<file path="src/rtl/dbus_timer_if.sv">
`timescale 1ns/1ps
// CPU data-bus port (M stage) into the timer register window.
// The master drives address, write data and byte enables; the slave returns read data.
interface dbus_timer_if;
  logic [31:0] m_data_addr;
  logic [31:0] m_data_wdata;
  logic [3:0]  m_data_byteen;
  logic [31:0] m_data_rdata;

  modport master (
    output m_data_addr,
    output m_data_wdata,
    output m_data_byteen,
    input  m_data_rdata
  );

  modport slave (
    input  m_data_addr,
    input  m_data_wdata,
    input  m_data_byteen,
    output m_data_rdata
  );
endinterface

</file>
<file path="src/rtl/dbus_timer.sv">
`timescale 1ns/1ps
// Memory-mapped down-counter timer with CTRL/PRESET/COUNT registers.
// It supports one-shot and auto-reload modes and drives a maskable interrupt.
module dbus_timer #(
  parameter logic [31:0] BASE_ADDR = 32'h0000_7F00
) (
  input  logic         clk,
  input  logic         reset,
  dbus_timer_if.slave  bus,
  output logic         irq
);

  localparam logic [1:0] StIdle = 2'd0;
  localparam logic [1:0] StLoad = 2'd1;
  localparam logic [1:0] StCnt  = 2'd2;
  localparam logic [1:0] StInt  = 2'd3;

  logic [1:0]  state_q, state_d;
  logic [3:0]  ctrl_q, ctrl_d;
  logic [31:0] preset_q, preset_d;
  logic [31:0] count_q, count_d;
  logic        pending_q, pending_d;

  logic        hit, wr, ctrl_wr, preset_wr;
  logic [1:0]  offset;
  logic        en, auto_reload, im;
  logic        fsm_clr_en, pend_set;

  assign hit         = (bus.m_data_addr[31:4] == BASE_ADDR[31:4]);
  assign offset      = bus.m_data_addr[3:2];
  assign wr          = hit && (bus.m_data_byteen != 4'b0000);
  assign ctrl_wr     = wr && (offset == 2'd0);
  assign preset_wr   = wr && (offset == 2'd1);

  assign en          = ctrl_q[0];
  assign auto_reload = (ctrl_q[2:1] == 2'b01);
  assign im          = ctrl_q[3];

  logic unused_addr;
  assign unused_addr = ^bus.m_data_addr[1:0];

  always_comb begin
    bus.m_data_rdata = 32'h0;
    if (hit) begin
      case (offset)
        2'd0:    bus.m_data_rdata = {28'h0, ctrl_q};
        2'd1:    bus.m_data_rdata = preset_q;
        2'd2:    bus.m_data_rdata = count_q;
        default: bus.m_data_rdata = 32'h0;
      endcase
    end
  end

  always_comb begin
    state_d    = state_q;
    count_d    = count_q;
    fsm_clr_en = 1'b0;
    pend_set   = 1'b0;
    case (state_q)
      StIdle: begin
        if (en) state_d = StLoad;
      end
      StLoad: begin
        count_d = preset_q;
        state_d = StCnt;
      end
      StCnt: begin
        if (!en) begin
          state_d = StIdle;
        end else if (count_q != 32'h0) begin
          count_d = count_q - 32'h1;
        end else begin
          state_d  = StInt;
          pend_set = !auto_reload;
        end
      end
      default: begin
        if (auto_reload) begin
          state_d = StLoad;
        end else begin
          state_d    = StIdle;
          fsm_clr_en = 1'b1;
        end
      end
    endcase
  end

  // A CPU write to the EN lane overrides the FSM's one-shot EN clear.
  always_comb begin
    ctrl_d = ctrl_q;
    if (fsm_clr_en) ctrl_d[0] = 1'b0;
    if (ctrl_wr && bus.m_data_byteen[0]) ctrl_d = bus.m_data_wdata[3:0];
  end

  always_comb begin
    preset_d = preset_q;
    for (int i = 0; i < 4; i++) begin
      if (preset_wr && bus.m_data_byteen[i]) preset_d[8*i +: 8] = bus.m_data_wdata[8*i +: 8];
    end
  end

  // Any CTRL write acknowledges the interrupt, even on the edge it is raised.
  always_comb begin
    pending_d = pending_q;
    if (pend_set) pending_d = 1'b1;
    if (ctrl_wr)  pending_d = 1'b0;
  end

  always_ff @(posedge clk) begin
    if (reset) begin
      state_q   <= StIdle;
      ctrl_q    <= 4'h0;
      preset_q  <= 32'h0;
      count_q   <= 32'h0;
      pending_q <= 1'b0;
    end else begin
      state_q   <= state_d;
      ctrl_q    <= ctrl_d;
      preset_q  <= preset_d;
      count_q   <= count_d;
      pending_q <= pending_d;
    end
  end

  assign irq = im && (pending_q || ((state_q == StInt) && auto_reload));

endmodule

</file>
<file path="src/flat_wrapper.sv">
// flat-port wrapper written by rule: the top's interface ports become plain ports
module dbus_timer_flat 
#(
  parameter logic [31:0] BASE_ADDR = 32'h0000_7F00
)
  (clk, reset, irq, bus_m_data_addr, bus_m_data_wdata, bus_m_data_byteen, bus_m_data_rdata);
  dbus_timer_if bus_i ();
  input  logic clk;
  input  logic reset;
  output logic irq;
  input wire logic [$bits(bus_i.m_data_addr)-1:0] bus_m_data_addr;
  input wire logic [$bits(bus_i.m_data_wdata)-1:0] bus_m_data_wdata;
  input wire logic [$bits(bus_i.m_data_byteen)-1:0] bus_m_data_byteen;
  output wire logic [$bits(bus_i.m_data_rdata)-1:0] bus_m_data_rdata;
  assign bus_i.m_data_addr = bus_m_data_addr;
  assign bus_i.m_data_wdata = bus_m_data_wdata;
  assign bus_i.m_data_byteen = bus_m_data_byteen;
  assign bus_m_data_rdata = bus_i.m_data_rdata;
  dbus_timer #(.BASE_ADDR(BASE_ADDR)) u_core (.clk(clk), .reset(reset), .bus(bus_i), .irq(irq));
endmodule
</file>
<file path="config.mk">
export PLATFORM = sky130hd
export DESIGN_NAME = dbus_timer_flat
export DESIGN_NICKNAME = d
export VERILOG_FILES = /design/src/rtl/dbus_timer_if.sv /design/src/rtl/dbus_timer.sv /design/src/flat_wrapper.sv
export SDC_FILE = /design/constraint.sdc
export NUM_CORES = 1
export LEC_CHECK = 0
export ABC_AREA = 1
export BUFFER_PORTS_ARGS = -buffer_cell sky130_fd_sc_hd__buf_4
export CAP_MARGIN = 20
export CORE_MARGIN = 4
export CORE_UTILIZATION = 31
export CTS_BUF_LIST = sky130_fd_sc_hd__clkbuf_8
export CTS_CLUSTER_SIZE = 14
export DETAILED_ROUTE_END_ITERATION = 7
export GPL_TIMING_DRIVEN = 0
export HOLD_SLACK_MARGIN = 0.15
export PLACE_DENSITY = 0.58
export SLEW_MARGIN = 20
export SYNTH_ARGS = -nofsm -noshare
export SYNTH_HDL_FRONTEND = slang
export SYNTH_SLANG_ARGS = --single-unit
</file>
<file path="constraint.sdc">
create_clock -name clk -period 1.6 [get_ports clk]
set_input_delay 0.24 -clock clk [delete_from_list [all_inputs] [get_ports clk]]
set_output_delay 0.24 -clock clk [all_outputs]
set_load 0.02 [all_outputs]
</file>
==> results.py <==
metrics = {
    "worst_setup_path": {
        "path_class": "reg -> reg",
        "path_buf_inv": 4,
        "cp-start-kind": "register",
        "critPathTopFamily": "simple AND/OR/NAND/NOR gates",
        "rr_worst_depth": 14,
        "endpoint_kind": "register",
        "path_cells": "inv_2 -> ha_4 -> nand2_4 -> nor2_4 -> nand2_2 -> nor2_4 -> nand2_4 -> nand3_4 -> buf_8 -> buf_12 -> buf_8 -> nand2_1 -> nand2_1 -> nor2_1",
        "cp_slowest_stage_delay_ns": 0.33,
        "crit_arrival_ns": 2.05,
        "cp.required_ns": 1.87,
        "critPathSlowestCell": "dfxtp_2",
        "critPathMaxFanout": 5,
        "cp.depth": 14,
    },
    "hold_path": {
        "hp-class": "in -> reg",
        "hold_depth": 5,
    },
    "die": {
        "die_x_um": 133,
        "ioPinCount": 103,
        "die_area_mm2": 0.0177,
        "coreArea_mm2": 0.0153,
        "start_util_pct": 31.9,
        "num_rows": 45,
        "die_y_um": 133,
    },
    "clocking": {
        "clkSinkCount": 71,
        "clk_latency_ns": 0.38,
        "cts_max_level": 3,
        "clock-root-buffer": "clkbuf_8",
        "clock_path_buffers": 2,
        "cts_tree": "done",
        "cts_made_buffers": 9,
        "clkTransAtPathRegs_ns": 0.08,
    },
    "grt": {
        "grt_use_total_pct": 20.7,
        "grt_pass1_wl_um": 29500,
        "grt_max_degree": 11,
        "antenna_found_initial": 0,
        "grt_pass1_vias": 5915,
        "overflow": 0,
    },
    "finish": {
        "final_common_cell": "nand2_1",
        "ff_latch_area_mm2": 0.00146,
        "fin_cells": 1296,
        "n_antenna_cell": 0,
        "area_growth_pct": 65.4,
        "layout_common_cells": "nand2_1, nor2_1, buf_4, inv_1, buf_6",
        "finalInstanceArea_mm2": 0.00804,
        "multi_input_area_mm2": 0.00372,
        "drive_gt1_share_pct": 33.5,
        "nets": 1156,
        "nFillCells": 1520,
    },
    "route": {
        "drc": 0,
        "wl_per_cell_um": 14.4,
        "dr.pass1.iters": 5,
        "avgViaCountPerCell": 4.72,
        "wirelength_um": 18600,
        "vias": 6118,
        "drtIter0Drc": 406,
        "detail-route-antenna-nets": 0,
    },
    "yosys": {
        "syn_area_mm2": 0.00486,
        "syn_area_per_cell_um2": 5.47,
        "synth-edff-count": 0,
        "syn-num-nets": 963,
        "async_reset_ff_share_pct": 0,
        "netlist-cell-type-count": 27,
        "syn_inst": 888,
        "ys_seq_area_share_pct": 29.2,
        "yosys_warnings": 0,
        "synth_seq_cells": 71,
        "synthFlopType": "dfxtp_1",
    },
    "sta": {
        "fmax_ghz": 0.563,
        "slew_viol_final": 0,
        "setup_viol": 65,
        "min_period_over_period_pct": 111,
        "worst_slack_ns": -0.175,
        "min_period_ns": 1.78,
        "fin_skew_ns": 0.0104,
        "rsz0062_at_grt": "true",
        "slew_headroom_pct": 52.3,
        "worst_pin_slew_ns": 0.715,
        "finalHoldViolCount": 0,
    },
    "placed_design": {
        "placed_area_mm2": 0.00589,
        "port_buffers": 100,
        "gp_congestion": 0.946,
        "post-dp-hpwl_um": 12600,
        "place_inst": 1199,
    },
    "pwr": {
        "p_total_mw": 11.7,
        "leakage_nw": 3.68,
        "peakVddDrop_v": 0.000698,
        "power_density_mw_per_mm2": 1460,
    },
    "outcome": {
        "violations": "negative setup slack",
        "outcome": "finished with violations",
    },
    "flow_run": {
        "maxCapViolations": 0,
    },
}
## tightest hold or removal path, cell delays in order
cell and delay, ns:
buf_4 0.08, nor2_1 0.10, nand3_1 0.13, nand2_1 0.05, a21oi_1 0.10
## state kept, by name (all words and copies together), names as in the netlist
name              count
u_core.count_q       32
u_core.preset_q      32
u_core.ctrl_q         4
u_core.state_q        2
u_core.pending_q      1
## routing by layer
metal,up-vias,routed length [µm],track usage (%)
li1,3121,-,-
met1,2766,8370,26.5
met2,200,8550,34.4
met3,31,1180,4.61
met4,0,505,6.97
met5,-,0,0
## worst paths after layout
path                                                      from                         endpoint  slack (ns)
worst max-delay path            u_core.count_q[0]$_SDFFE_PP0P_  u_core.count_q[18]$_SDFFE_PP0P_       -0.18
worst min-delay path                        bus_m_data_addr[2]    u_core.pending_q$_SDFFE_PP0P_        0.36
worst min register to register   u_core.pending_q$_SDFFE_PP0P_    u_core.pending_q$_SDFFE_PP0P_        0.48
worst max register to register  u_core.count_q[0]$_SDFFE_PP0P_  u_core.count_q[18]$_SDFFE_PP0P_       -0.18
## logic make-up after synthesis
family / after synthesis / synth area share (%)
xor+xnor: 3 / 0.541
flops: 71 / 29.2
compound gates: 65 / 6.87
buf+inv: 122 / 10.3
simple gates: 622 / 51.7
fa+ha+maj: 5 / 1.29
## power by group
part | leakage (nW) | internal (mW) | total (mW) | switching [mW]
logic | 2.99 | 3.58 | 7.99 | 4.41
registers | 0.588 | 2.07 | 2.46 | 0.387
clock network | 0.0971 | 0.571 | 1.26 | 0.689
total | 3.68 | 6.22 | 11.7 | 5.48
## synthesized netlist by cell type, types with 5 or more instances
cell type / count / share of area, %
nand2_1: 322 / 25
nor2_1: 221 / 17
inv_1: 85 / 6.6
dfxtp_1: 71 / 29
a21oi_1: 38 / 3.9
nand3_1: 38 / 3.9
nand4_1: 21 / 2.7
o21ai_0: 21 / 2.2
clkbuf_1: 17 / 1.3
buf_2: 8 / 0.82
nor2_2: 7 / 0.90
buf_1: 6 / 0.46
ha_1: 5 / 1.3
## repair_timing
| item | CTS | global route |
|---|---|---|
| resized for setup | 187 | 146 |
| cloned | 7 | 1 |
| pin swaps | 37 | 38 |
| endpoints found under the setup margin | 84 | 84 |
| hold buffers | 33 | 0 |
| endpoints found under the hold margin | 37 | 0 |
| buffers inserted | 36 | 6 |
## metrics by stage
step / setup WS (ns) / hold WS [ns] / util (%) / setup TNS, ns
floorplan: -0.0317 / 0.375 / - / -0.859
global placement: -0.535 / 0.453 / 38.6 / -36.65
detailed placement: -0.536 / 0.456 / 38.6 / -36.64
CTS: -0.133 / 0.325 / 48.9 / -4.55
global route: -0.237 / 0.383 / 52.7 / -12.31
finish: -0.175 / 0.362 / 52.7 / -7.30
## final cells by class
cell class | count | area share (%)
repair buffers | 183 | 22.4
multi-input cells | 695 | 46.2
clock buffers | 10 | 1.71
well taps | 211 | 3.28
clock inverters | 5 | 0.249
flip-flops and latches | 71 | 18.2
inverters | 87 | 4.12
plain buffers | 34 | 3.78
(Power assumes the default switching activity.)
